<file path="config.mk">
export PLATFORM = sky130hd
export DESIGN_NAME = axi4_lite_slave_read_responder
export DESIGN_NICKNAME = d
export VERILOG_FILES = /design/src/rtl/axi4_lite_slave_read_responder_pkg.sv /design/src/rtl/axi4_lite_sync_fifo.sv /design/src/rtl/axi4_lite_slave_read_responder.sv
export SDC_FILE = /design/constraint.sdc
export NUM_CORES = 1
export LEC_CHECK = 0
export CAP_MARGIN = 10
export CORE_AREA = 3 3 215 217
export DETAILED_ROUTE_END_ITERATION = 16
export DIE_AREA = 0 0 218 220
export GPL_TIMING_DRIVEN = 0
export HOLD_SLACK_MARGIN = 0.12
export PLACE_DENSITY = 0.77
export SLEW_MARGIN = 20
export SYNTH_ARGS = -nofsm -noshare
export SYNTH_HDL_FRONTEND = slang
export SYNTH_SLANG_ARGS = --single-unit
</file>
<file path="constraint.sdc">
create_clock -name aclk -period 2.4 [get_ports aclk]
set_input_delay 0.48 -clock aclk [delete_from_list [all_inputs] [get_ports aclk]]
set_output_delay 0.48 -clock aclk [all_outputs]
set_load 0.1 [all_outputs]
</file>
<file path="src/rtl/axi4_lite_slave_read_responder_pkg.sv">
// Shared types for the AXI4-Lite slave read responder.
//   AXI_ADDRESS_WIDTH / AXI_DATA_WIDTH : default bus widths
//   resp_e  : AXI read response codes
//   state_e : read-channel FSM states
//   LAT_W   : width of the wait-state counter (READ_LATENCY 0..7)
package axi4_lite_slave_read_responder_pkg;

    localparam int unsigned AXI_ADDRESS_WIDTH = 32;
    localparam int unsigned AXI_DATA_WIDTH    = 32;
    localparam int unsigned LAT_W             = 3;

    typedef enum logic [1:0] {
        RESP_OKAY   = 2'b00,
        RESP_SLVERR = 2'b10
    } resp_e;

    typedef enum logic [1:0] {
        IDLE = 2'd0,
        WAIT = 2'd1,
        RESP = 2'd2
    } state_e;

endpackage

</file>
<file path="src/rtl/axi4_lite_sync_fifo.sv">
// Synchronous FIFO used as the outstanding AR queue.
//   clk, rst_n   : clock, async active-low reset
//   push, din    : write side (ignored when full)
//   pop          : read side (ignored when empty)
//   dout         : head entry, valid when !empty
//   full, empty  : registered occupancy flags
//   full_nxt_c   : combinational value full takes after this edge
module axi4_lite_sync_fifo #(
    parameter int unsigned WIDTH = 8,
    parameter int unsigned DEPTH = 2
) (
    input  logic             clk,
    input  logic             rst_n,
    input  logic             push,
    input  logic [WIDTH-1:0] din,
    input  logic             pop,
    output logic             full,
    output logic             empty,
    output logic             full_nxt_c,
    output logic [WIDTH-1:0] dout
);

    localparam int unsigned PTR_W = (DEPTH > 1) ? $clog2(DEPTH) : 1;
    localparam int unsigned CNT_W = $clog2(DEPTH + 1);

    logic [WIDTH-1:0] mem_q [DEPTH];
    logic [PTR_W-1:0] wr_ptr_q, wr_ptr_d;
    logic [PTR_W-1:0] rd_ptr_q, rd_ptr_d;
    logic [CNT_W-1:0] count_q, count_d;
    logic             full_q, full_d;
    logic             empty_q, empty_d;
    logic             do_push, do_pop;

    // Pointer/occupancy update; flags are registered from the next count.
    always_comb begin
        do_push  = push && !full_q;
        do_pop   = pop && !empty_q;
        wr_ptr_d = wr_ptr_q;
        rd_ptr_d = rd_ptr_q;
        if (do_push) begin
            wr_ptr_d = (wr_ptr_q == PTR_W'(DEPTH - 1)) ? '0 : wr_ptr_q + PTR_W'(1);
        end
        if (do_pop) begin
            rd_ptr_d = (rd_ptr_q == PTR_W'(DEPTH - 1)) ? '0 : rd_ptr_q + PTR_W'(1);
        end
        count_d = count_q + CNT_W'(do_push) - CNT_W'(do_pop);
        full_d  = (count_d == CNT_W'(DEPTH));
        empty_d = (count_d == '0);
    end

    always_ff @(posedge clk or negedge rst_n) begin
        if (!rst_n) begin
            wr_ptr_q <= '0;
            rd_ptr_q <= '0;
            count_q  <= '0;
            full_q   <= 1'b0;
            empty_q  <= 1'b1;
        end else begin
            wr_ptr_q <= wr_ptr_d;
            rd_ptr_q <= rd_ptr_d;
            count_q  <= count_d;
            full_q   <= full_d;
            empty_q  <= empty_d;
        end
    end

    // Storage carries no reset; only pointers define validity.
    always_ff @(posedge clk) begin
        if (do_push) begin
            mem_q[wr_ptr_q] <= din;
        end
    end

    assign dout       = mem_q[rd_ptr_q];
    assign full       = full_q;
    assign empty      = empty_q;
    assign full_nxt_c = full_d;

endmodule

</file>
<file path="src/rtl/axi4_lite_slave_read_responder.sv">
// AXI4-Lite slave read-channel responder with outstanding-request queue,
// programmable wait states, range/protection SLVERR and a preload port.
//   aclk, aresetn              : clock, async active-low reset
//   araddr/arprot/arvalid      : AR request in; arready registered out
//   rdata/rresp/rvalid, rready : R beat out (registered), ready in
//   mem_we/mem_waddr/mem_wdata : backing-store preload write
module axi4_lite_slave_read_responder
    import axi4_lite_slave_read_responder_pkg::*;
#(
    parameter int unsigned ADDRESS_WIDTH = AXI_ADDRESS_WIDTH,
    parameter int unsigned DATA_WIDTH    = AXI_DATA_WIDTH,
    parameter int unsigned NUM_WORDS     = 16,
    parameter int unsigned OUTSTANDING   = 2,
    parameter int unsigned READ_LATENCY  = 0,
    parameter int unsigned PRIV_ONLY     = 0
) (
    input  logic                         aclk,
    input  logic                         aresetn,
    input  logic [ADDRESS_WIDTH-1:0]     araddr,
    input  logic [2:0]                   arprot,
    input  logic                         arvalid,
    output logic                         arready,
    output logic [DATA_WIDTH-1:0]        rdata,
    output logic [1:0]                   rresp,
    output logic                         rvalid,
    input  logic                         rready,
    input  logic                         mem_we,
    input  logic [$clog2(NUM_WORDS)-1:0] mem_waddr,
    input  logic [DATA_WIDTH-1:0]        mem_wdata
);

    localparam int unsigned IDX_W    = $clog2(NUM_WORDS);
    localparam int unsigned OFF_W    = $clog2(DATA_WIDTH / 8);
    localparam int unsigned ENTRY_W  = IDX_W + 1;
    localparam int unsigned LAT_INIT = (READ_LATENCY > 0) ? READ_LATENCY - 1 : 0;

    logic [ADDRESS_WIDTH-1:0] word_addr;
    logic                     ar_err;
    logic [ENTRY_W-1:0]       ar_entry;
    logic                     push;
    logic                     pop;
    logic                     fifo_empty;
    logic                     fifo_full_unused;
    logic                     fifo_full_nxt;
    logic [ENTRY_W-1:0]       fifo_dout;
    logic                     unused_prot;

    state_e                   state_q, state_d;
    logic [LAT_W-1:0]         cnt_q, cnt_d;
    logic [ENTRY_W-1:0]       entry_q, entry_d;
    logic                     arready_q, arready_d;
    logic                     rvalid_q, rvalid_d;
    logic [DATA_WIDTH-1:0]    rdata_q, rdata_d;
    resp_e                    rresp_q, rresp_d;
    logic [DATA_WIDTH-1:0]    store_q [NUM_WORDS];

    logic                     launch;
    logic                     load;
    logic [ENTRY_W-1:0]       load_entry;

    // AR decode: queue entry is {word index, error flag}.
    assign word_addr   = araddr >> OFF_W;
    assign ar_err      = (word_addr >= ADDRESS_WIDTH'(NUM_WORDS))
                      || ((PRIV_ONLY != 0) && !arprot[0]);
    assign ar_entry    = {word_addr[IDX_W-1:0], ar_err};
    assign push        = arvalid && arready_q;
    assign unused_prot = ^arprot[2:1];

    axi4_lite_sync_fifo #(
        .WIDTH (ENTRY_W),
        .DEPTH (OUTSTANDING)
    ) u_ar_fifo (
        .clk        (aclk),
        .rst_n      (aresetn),
        .push       (push),
        .din        (ar_entry),
        .pop        (pop),
        .full       (fifo_full_unused),
        .empty      (fifo_empty),
        .full_nxt_c (fifo_full_nxt),
        .dout       (fifo_dout)
    );

    // Next-state / beat generation.
    always_comb begin
        state_d    = state_q;
        cnt_d      = cnt_q;
        entry_d    = entry_q;
        rvalid_d   = rvalid_q;
        rdata_d    = rdata_q;
        rresp_d    = rresp_q;
        pop        = 1'b0;
        launch     = 1'b0;
        load       = 1'b0;
        load_entry = entry_q;
        arready_d  = !fifo_full_nxt;

        unique case (state_q)
            IDLE: begin
                if (!fifo_empty) begin
                    launch = 1'b1;
                end
            end
            WAIT: begin
                if (cnt_q == '0) begin
                    load    = 1'b1;
                    state_d = RESP;
                end else begin
                    cnt_d = cnt_q - LAT_W'(1);
                end
            end
            RESP: begin
                if (rready) begin
                    if (!fifo_empty) begin
                        launch = 1'b1;
                    end else begin
                        rvalid_d = 1'b0;
                        state_d  = IDLE;
                    end
                end
            end
            default: begin
                state_d = IDLE;
            end
        endcase

        // Pop the head; with zero latency the beat is loaded on this same edge.
        if (launch) begin
            pop = 1'b1;
            if (READ_LATENCY == 0) begin
                load       = 1'b1;
                load_entry = fifo_dout;
                state_d    = RESP;
            end else begin
                entry_d  = fifo_dout;
                cnt_d    = LAT_W'(LAT_INIT);
                rvalid_d = 1'b0;
                state_d  = WAIT;
            end
        end

        if (load) begin
            rvalid_d = 1'b1;
            if (load_entry[0]) begin
                rdata_d = '0;
                rresp_d = RESP_SLVERR;
            end else begin
                rdata_d = store_q[load_entry[ENTRY_W-1:1]];
                rresp_d = RESP_OKAY;
            end
        end
    end

    always_ff @(posedge aclk or negedge aresetn) begin
        if (!aresetn) begin
            state_q   <= IDLE;
            cnt_q     <= '0;
            entry_q   <= '0;
            arready_q <= 1'b0;
            rvalid_q  <= 1'b0;
            rdata_q   <= '0;
            rresp_q   <= RESP_OKAY;
        end else begin
            state_q   <= state_d;
            cnt_q     <= cnt_d;
            entry_q   <= entry_d;
            arready_q <= arready_d;
            rvalid_q  <= rvalid_d;
            rdata_q   <= rdata_d;
            rresp_q   <= rresp_d;
        end
    end

    // Backing store; a beat loaded on a write edge sees the old word.
    always_ff @(posedge aclk) begin
        if (mem_we) begin
            store_q[mem_waddr] <= mem_wdata;
        end
    end

    assign arready = arready_q;
    assign rvalid  = rvalid_q;
    assign rdata   = rdata_q;
    assign rresp   = rresp_q;

endmodule

</file>
# Word-level counts from Yosys, hierarchy flattened
# Memory sizes are Yosys's and may differ from the RTL's.
# Index checks and enable logic that the tools add are counted.
[classes]
n_addsub = 5
multipliers = 0
n_div = 0
magnitude_cmp = 1
n_eq_ne = 7
shift = 0
mux = 25
n_bitwise = 1
reduce_logical = 15
[op_table]
columns = ["operator", "n"]
rows = [
  ["2-to-1 mux 32 bit", 1],
  ["greater-or-equal comparator 30 x 5 -> 1 bit, second input constant", 1],
  ["2-to-1 mux 1 bit", 16],
  ["2-to-1 mux 2 bit", 5],
  ["inequality test 3 bit, second input constant", 2],
  ["one-hot mux 2 bit (3 select lines)", 1],
  ["nonzero test 2 bit", 3],
  ["2-to-1 mux 5 bit", 1],
  ["== test 2 bit, second input constant", 2],
  ["zero test 2 bit", 2],
  ["AND reduction 4 bit", 1],
  ["logical AND 1 bit", 3],
  ["zero test 1 bit", 3],
  ["zero test 3 bit", 1],
  ["inequality test 3 x 2 -> 1 bit, second input constant", 1],
  ["AND reduction 3 bit", 1],
  ["subtractor 3 x 1 -> 3 bit, second input constant", 1],
  ["adder 1 bit, second input constant", 2],
  ["adder 2 x 1 -> 2 bit", 1],
  ["== test 2 x 1 -> 1 bit, second input constant", 1],
  ["inequality test 2 bit, second input constant", 1],
  ["one-hot mux 1 bit (2 select lines)", 1],
  ["AND reduction 2 bit", 1],
  ["subtractor 2 x 1 -> 2 bit", 1],
  ["inverter 1 bit", 1],
]
[word_totals]
reg_bits = 47
latch_bits = 0
ramBits = 522
romBits = 0
mem_count = 2
[mem_list]
columns = ["name", "depth", "width", "read_ports", "rd_ports_with_merged_regs", "wr", "line", "text"]
rows = [
  ["store_q", 16, 32, 1, 0, 1, "axi4_lite_slave_read_responder.sv:55", "logic [DATA_WIDTH-1:0] store_q [NUM_WORDS];"],
  ["u_ar_fifo.mem_q", 2, 5, 1, 0, 1, "axi4_lite_sync_fifo.sv:26", "logic [WIDTH-1:0] mem_q [DEPTH];"],
]

# Logic depth before layout (Yosys ltp)
# Gate-level depths: netlist (run 1).
[logic_depth]
ltp_word = 8
depth_mapped = 11
ltp_nobuf = 9

# Modules after synthesis
# A second synthesis (run 1) with hierarchy kept.
[unflattened]
hier_cells = 1372
area_unflattened_um2 = 22400.2
[modules_own_cells]
columns = ["module", "instances", "cells_each", "area_each_um2", "seq_area_each_um2"]
rows = [
  ["axi4_lite_slave_read_responder", 1, 1335, 21759.6, 16250.6],
  ["axi4_lite_sync_fifo", 1, 37, 640.6, 451.7],
]

# Worst setup path before layout (run 1)
# OpenSTA, ideal clock, no wires.
[synth_path]
kind = "input to register"
startpoint = "in mem_waddr[2]"
endpoint = "mem store_q[0][0] in the netlist's numbering (enable)"
setup_ps = 461
arrival_ps = 3198
required_time_ps = 1939
slack_ps = -1260
stages = 2
path_cell_list = "or3b_2 nor3_1"
[synth_lines]
columns = ["item", "line", "text"]
rows = [
  ["start, declared", "axi4_lite_slave_read_responder.sv:28", "input logic [$clog2(NUM_WORDS)-1:0] mem_waddr,"],
  ["end, declared", "axi4_lite_slave_read_responder.sv:55", ""],
]
# Straight into the memory's write port.

==> results of run 1 <==
## how the worst max path moves through the flow
stage	end	slack [ns]
3_5_place_dp	rdata[23]$_DFFE_PN0N_	-1.20
2_1_floorplan	store_q[1][0]$_DFFE_PP_	-0.41
5_1_grt	rdata[10]$_DFFE_PN0N_	-0.02
4_1_cts	rdata[28]$_DFFE_PN0N_	-0.13
6_report	rdata[2]$_DFFE_PN0N_	0.02
3_3_place_gp	store_q[2][4]$_DFFE_PP_	-2.52
## synth_stat cells, types with 2 or more instances
cell type  instances
nand3_1           42
mux4_2            31
mux2i_1           45
xnor2_1            2
mux2_2            43
buf_6              2
nor3_1             7
buf_1              9
inv_1             16
dfrtp_1           40
edfxtp_1         522
a31oi_1           31
nand4_1           12
nand2b_1           4
nor2_1            18
a2111oi_1         11
clkbuf_1          56
a21oi_1           23
o2111ai_1         12
ha_1               2
nand2_1           39
xor2_1             2
o2111a_1          20
nor4_1            38
and3_1             4
o221ai_1          31
o21ai_0           53
a221oi_1          23
buf_4             10
a311oi_1          21
nor2b_1           12
a221o_1           20
buf_2             24
nor3_4             2
or3_1              2
a2111oi_0         22
nand3b_1           2
and2_1            12
## what timing repair did
item | CTS | global route
hold endpoints to repair | 40 | 0
gates resized for setup | 152 | 161
buffers inserted | 2 | 4
pin swaps | 2 | 6
endpoints found under the setup margin | 71 | 37
hold buffers | 1 | 0
gates cloned | 0 | 1
## placed cells by master (no fill, tap or decap), types with 21 or more instances in the layout
cell	count
o21ai_0	46
mux2_2	42
nand2_1	38
mux2i_1	44
nand3_1	41
o221ai_1	25
a2111oi_2	22
clkdlybuf4s50_1	69
dlygate4sd2_1	28
edfxtp_1	522
a21oi_1	23
clkbuf_16	54
nor4_1	37
a31oi_1	31
dfrtp_1	39
buf_4	29
mux4_2	31
clkbuf_2	21
a221oi_1	23
## registers in the layout (all words and copies together), names as in the netlist
register / flops
arready: 1
rdata: 32
rresp: 1
rvalid: 1
store_q: 512
u_ar_fifo.count_q: 2
u_ar_fifo.empty: 1
u_ar_fifo.full: 1
u_ar_fifo.mem_q: 10
u_ar_fifo.rd_ptr_q: 1
u_ar_fifo.wr_ptr_q: 1
## metal layers
layer  vias up  global-route usage  share of wire
li1       5713                   -              -
met1      7042               0.341           0.38
met2      1062               0.394           0.47
met3       187              0.0616           0.11
met4         0               0.104          0.039
met5         -                   0              0
## power by group through the flow
stage | Combinational (mW) | Clock (mW) | Sequential (mW)
2_1_floorplan | 3.93 | 0 | 13.6
3_3_place_gp | 8.50 | 0 | 11.8
4_1_cts | 9.01 | 8.54 | 11.6
6_report | 9.84 | 8.53 | 11.6
5_1_grt | 10.2 | 8.92 | 11.6
3_5_place_dp | 8.75 | 0 | 11.8
## final cells by class
cell class,instances,area (sq um)
plain buffers,101,739
clock buffers,65,1400
clock inverters,35,350
fillers,2995,17300
inverters,16,60.1
multi-input cells,599,5420
flip-flops and latches,563,16700
well taps,592,741
repair buffers,139,1640
## cell families after synthesis
group,after synthesis,share of synthesized area
compound gates,271,0.0948
xor+xnor,4,0.00158
fa+ha+maj,2,0.00113
buf+inv,118,0.0239
flops,563,0.754
mux,121,0.0750
other cells,1,0.000169
simple gates,200,0.0489
## worst reg2reg max path: cells and delay by family (launching register included)
kind,cells,cell delay [ns]
AND/OR/NAND/NOR,3,0.44
buffers and inverters,4,0.79
flip-flops,1,0.41
AO/OA/AOI/OAI,2,0.62
==> results.cfg, run 1 <==
[run_status]
outcome = completed

[finish]
utilization = 0.610
stdcell_count = 2110
drive_above_1_share = 0.239
final_area_sq_um = 27000
area_growth_pct = 22.2
nets = 1551
diodes = 0

[route]
drt-total-wl_um = 61400
antenna_left = 0
avgRoutedWirePerCell_um = 29.1
vias_per_cell = 6.64
vias = 14000
dr.pass1.iters = 5
drt_iter0_markers = 2260
drc = 0

[floorplanning]
fp-row-count = 77
die-area_sq_um = 48000
core_area_sq_um = 44300
io_pins = 112
start_util = 0.500
die_w_um = 218
die_h_um = 220

[critical_path]
cp-end-kind = flip-flop
r2r_end = rdata[2]$_DFFE_PN0N_
ff2ff_setup_slack_ns = 0.02
critical_path.max_stage_delay_ns = 0.41
arrival_ns = 2.88
critPathRequiredTime_ns = 2.89
cp_max_fo = 10
path_cells = nor2b_1 -> buf_2 -> nor3_4 -> buf_12 -> buf_4 -> nor3_4 -> buf_4 -> a221o_1 -> a311oi_1
reg2reg_from = rvalid$_DFFE_PN0P_
critical_path.startpoint = rvalid$_DFFE_PN0P_
rr_worst_depth = 9
path_class = reg2reg
crit_family = buffers and inverters
slowest_stage = dfrtp_2
critPathLaunchType = flip-flop
crit_cells = 9
critPathBufInv = 4

[sta]
setup_violations = 0
fin_setup_tns_ns = 0
slew_viol_final = 0
max_freq_mhz = 420
tightest_slew_ns = 1.02
fin_worst_skew_ns = 0.0209
layout_setup_ws_ns = 0.0181
post-route-period-util = 0.992
hold_violations = 0
min_period_ns = 2.38
whs_ns = 0.453
rsz0062_at_grt = yes
relSlewSlack = 0.320

[synth]
syn_inst = 1280
synth_top_area_cell = edfxtp_1
ys_types = 53
yosysWarnings = 0
synth.top_cells.by_area = edfxtp_1, dfrtp_1, mux4_2
ys_seq_area_frac = 0.754
syn_area_sq_um = 22100
ys.flop_type = edfxtp_1
avgSynthCellArea_sq_um = 17.3
synth_edf_count = 522
syn_nets = 1358
synthArstFlopShare = 0.0728
yosysTopAreaCellShare = 0.708
ys_seq_elements = 563

[global_route]
grt_pass1_vias = 14000
grt_usage = 0.252
grt.overflow.total = 0
grt_pass1_wl_um = 89000
grt_max_degree = 42
antenna_found_initial = 0

[clock_network]
cts_root_buf = clkbuf_16
cts_inserted_buffers = 53
cts_tree = yes
path_clk_slew_ns = 0.06
htree_num_levels = 2
clockBufferDepth = 3
cts_num_sinks = 563
clock_latency_ns = 0.62

[power]
power-per-cell-area_nw_per_um2 = 1110
p_comb_frac = 0.329
leakage_nw = 8.77
p_switching_mw = 10.8
p_seq_frac = 0.387
power_mw = 29.9
vdd_drop_max_v = 0.000636
power_frac_clock = 0.285
sw_frac_of_total = 0.361
p_int_mw = 19.1

[hold_path]
hold_end = u_ar_fifo.mem_q[1][3]$_DFFE_PP_
min_from = araddr[4]
hp-class = in2reg
hold_path_depth = 1

[place]
io_buffers = 105
place_ws_ns = -1.20
place.gp.congestion = 0.856
dp_hpwl_um = 38000
placed_area_sq_um = 24600
dp.cells = 2003

[job]
cap_viol_max_count = 0
Note: power is estimated with default switching activity, not from simulation.
==> run 2, diff against run 1 <==
CTS_CLUSTER_SIZE = 8   (was unset)
GPL_TIMING_DRIVEN = unset   (was 0)
==> run 2 against run 1 <==
- maximum frequency increased by 0.96%
- global-route usage decreased by 0.88 points
- die area stayed put
- combinational power down 3.6%
- core utilization up 1.0 points
- power rose by 5.4%
- count of clock-buffer cells in the layout is 74 higher
- wire length fell by 4.4%
- sequential share of layout area decreased by 0.99 points
- via count decreased by 0.56%
- clock power is 22% higher
- critical path type unchanged
==> results.cfg, run 2 (synthesis results as in run 1) <==
[run_status]
outcome = completed

[floorplanning]
core_area_sq_um = 44300
die_h_um = 220
die_w_um = 218
io_pins = 112
fp-row-count = 77
die-area_sq_um = 48000
start_util = 0.500

[route]
drt-total-wl_um = 58700
dr.pass1.iters = 5
antenna_left = 0
avgRoutedWirePerCell_um = 27.3
drc = 0
vias_per_cell = 6.47
drt_iter0_markers = 1704
vias = 13900

[sta]
tightest_slew_ns = 0.608
min_period_ns = 2.36
post-route-period-util = 0.983
rsz0062_at_grt = yes
max_freq_mhz = 424
relSlewSlack = 0.593
hold_violations = 0
setup_violations = 0
slew_viol_final = 0
fin_worst_skew_ns = 0.0125

[finish]
drive_above_1_share = 0.238
area_growth_pct = 24.2
layout_common_cells = edfxtp_1, buf_4, clkbuf_16
nets = 1574
largest_register_ffs = 512
utilization = 0.620
multiInputGateArea_sq_um = 5160
seqCellArea_sq_um = 16700
layout_commonest_cell = edfxtp_1
fillers = 3018
top_register = store_q

[clock_network]
clockBufferDepth = 3
cts_root_buf = clkbuf_16
cts_tree = yes
cts_num_sinks = 563
htree_num_levels = 3
cts_inserted_buffers = 80
path_clk_slew_ns = 0.05
clock_latency_ns = 0.59

[global_route]
grt_max_degree = 52
antenna_found_initial = 0
grt_pass1_wl_um = 86500
grt_pass1_vias = 14300
grt_usage = 0.243
grt.overflow.total = 0

[critical_path]
critPathLaunchType = flip-flop
critPathRequiredTime_ns = 2.84
arrival_ns = 2.80
cp_max_fo = 12
path_class = reg2reg
cp-end-kind = flip-flop

[job]
cap_viol_max_count = 0

[power]
power-per-cell-area_nw_per_um2 = 1150
power_mw = 31.6
leakage_nw = 8.96
vdd_drop_max_v = 0.000602

[place]
place.gp.congestion = 0.796
io_buffers = 105
dp_hpwl_um = 32100

[hold_path]
hp-class = in2async
## run 2: cell types whose count changed in the layout (fill, tap and decap cells not counted), sizes merged
cell / change
buf: +73
clkbuf: +31
dlygate4sd2: -28
clkinv: -23
bufinv: -6
clkdlybuf4s15: -6
diode: +1
## run 2: per-layer routing
layer  routed length, um  GRT usage  up-vias
li1                    -          -     5770
met1               22200      0.326     7031
met2               28200      0.386      966
met3                6480     0.0568      159
met4                1780      0.100        0
met5                   0          0        -
## run 2: repair_timing
| item | in CTS | in global routing |
|---|---|---|
| endpoints found under the hold margin | 13 | 0 |
| buffers inserted | 0 | 4 |
| endpoints found under the setup margin | 17 | 11 |
| gates resized for setup | 4 | 20 |
| hold buffers | 1 | 0 |
## run 2: metrics by stage
| stage | TNS (ns) | std cells | hold WS (ns) | instance area, sq um | worst slack [ns] |
|---|---|---|---|---|---|
| 5_1_grt | -0.0337 | 2151 | 0.438 | 27500 | -0.0173 |
| 6_report | 0 | 2152 | 0.389 | 27500 | 0.0408 |
| 4_1_cts | 0 | 2147 | 0.378 | 27400 | 0.00804 |
| 3_5_place_dp | -8.91 | 2001 | 0.469 | 25000 | -0.476 |
| 3_3_place_gp | -6.37 | 2001 | 0.457 | 25000 | -0.393 |
| 2_1_floorplan | -41.94 | 1280 | 0.184 | 22200 | -0.408 |
## run 2: path summary, 6_finish.rpt
kind / startpoint / to / slack [ns] / cells past startpoint
worst max-delay path: u_ar_fifo.rd_ptr_q$_DFFE_PN0P_ / rdata[0]$_DFFE_PN0N_ / 0.04 / 6
worst min-delay path: aresetn / rdata[0]$_DFFE_PN0N_ / 0.39 / 2
worst max register to register: u_ar_fifo.rd_ptr_q$_DFFE_PN0P_ / rdata[0]$_DFFE_PN0N_ / 0.04 / 6
worst min register to register: u_ar_fifo.wr_ptr_q$_DFFE_PN0P_ / u_ar_fifo.wr_ptr_q$_DFFE_PN0P_ / 0.49 / 1
max in group asynchronous: aresetn / rdata[1]$_DFFE_PN0N_ / 1.43 / 3
min in group aclk: u_ar_fifo.wr_ptr_q$_DFFE_PN0P_ / u_ar_fifo.wr_ptr_q$_DFFE_PN0P_ / 0.49 / 1
## run 2: critical path, stage by stage, from the launching register on
cell	delay, ns
dfrtp_2	0.48
mux2i_4	0.26
nor3_4	0.16
buf_4	0.27
mux2_2	0.37
a2111oi_1	0.54
a2111oi_2	0.12
## run 2: area by class of cell
| cell class | count | area share |
|---|---|---|
| antenna | 1 | 0.0000910 |
| clock buffer | 139 | 0.0824 |
| clock inverter | 6 | 0.00319 |
| inverter | 16 | 0.00232 |
| multi-input combinational | 599 | 0.188 |
| sequential | 563 | 0.608 |
| tap | 592 | 0.0269 |
| timing repair buffer | 236 | 0.0896 |
## run 2: power by group
group / internal (mW) / total [mW] / switching, mW
clock network: 6.38 / 10.4 / 4.02
registers: 11.3 / 11.7 / 0.357
logic: 3.22 / 9.49 / 6.27
total: 20.9 / 31.6 / 10.6
==> run 3, diff against run 2 <==
ABC_CLOCK_PERIOD_IN_PS = 2400   (was unset)
==> results of run 3 <==
The final DEF is identical to that of run 2; final timing and power are the same.
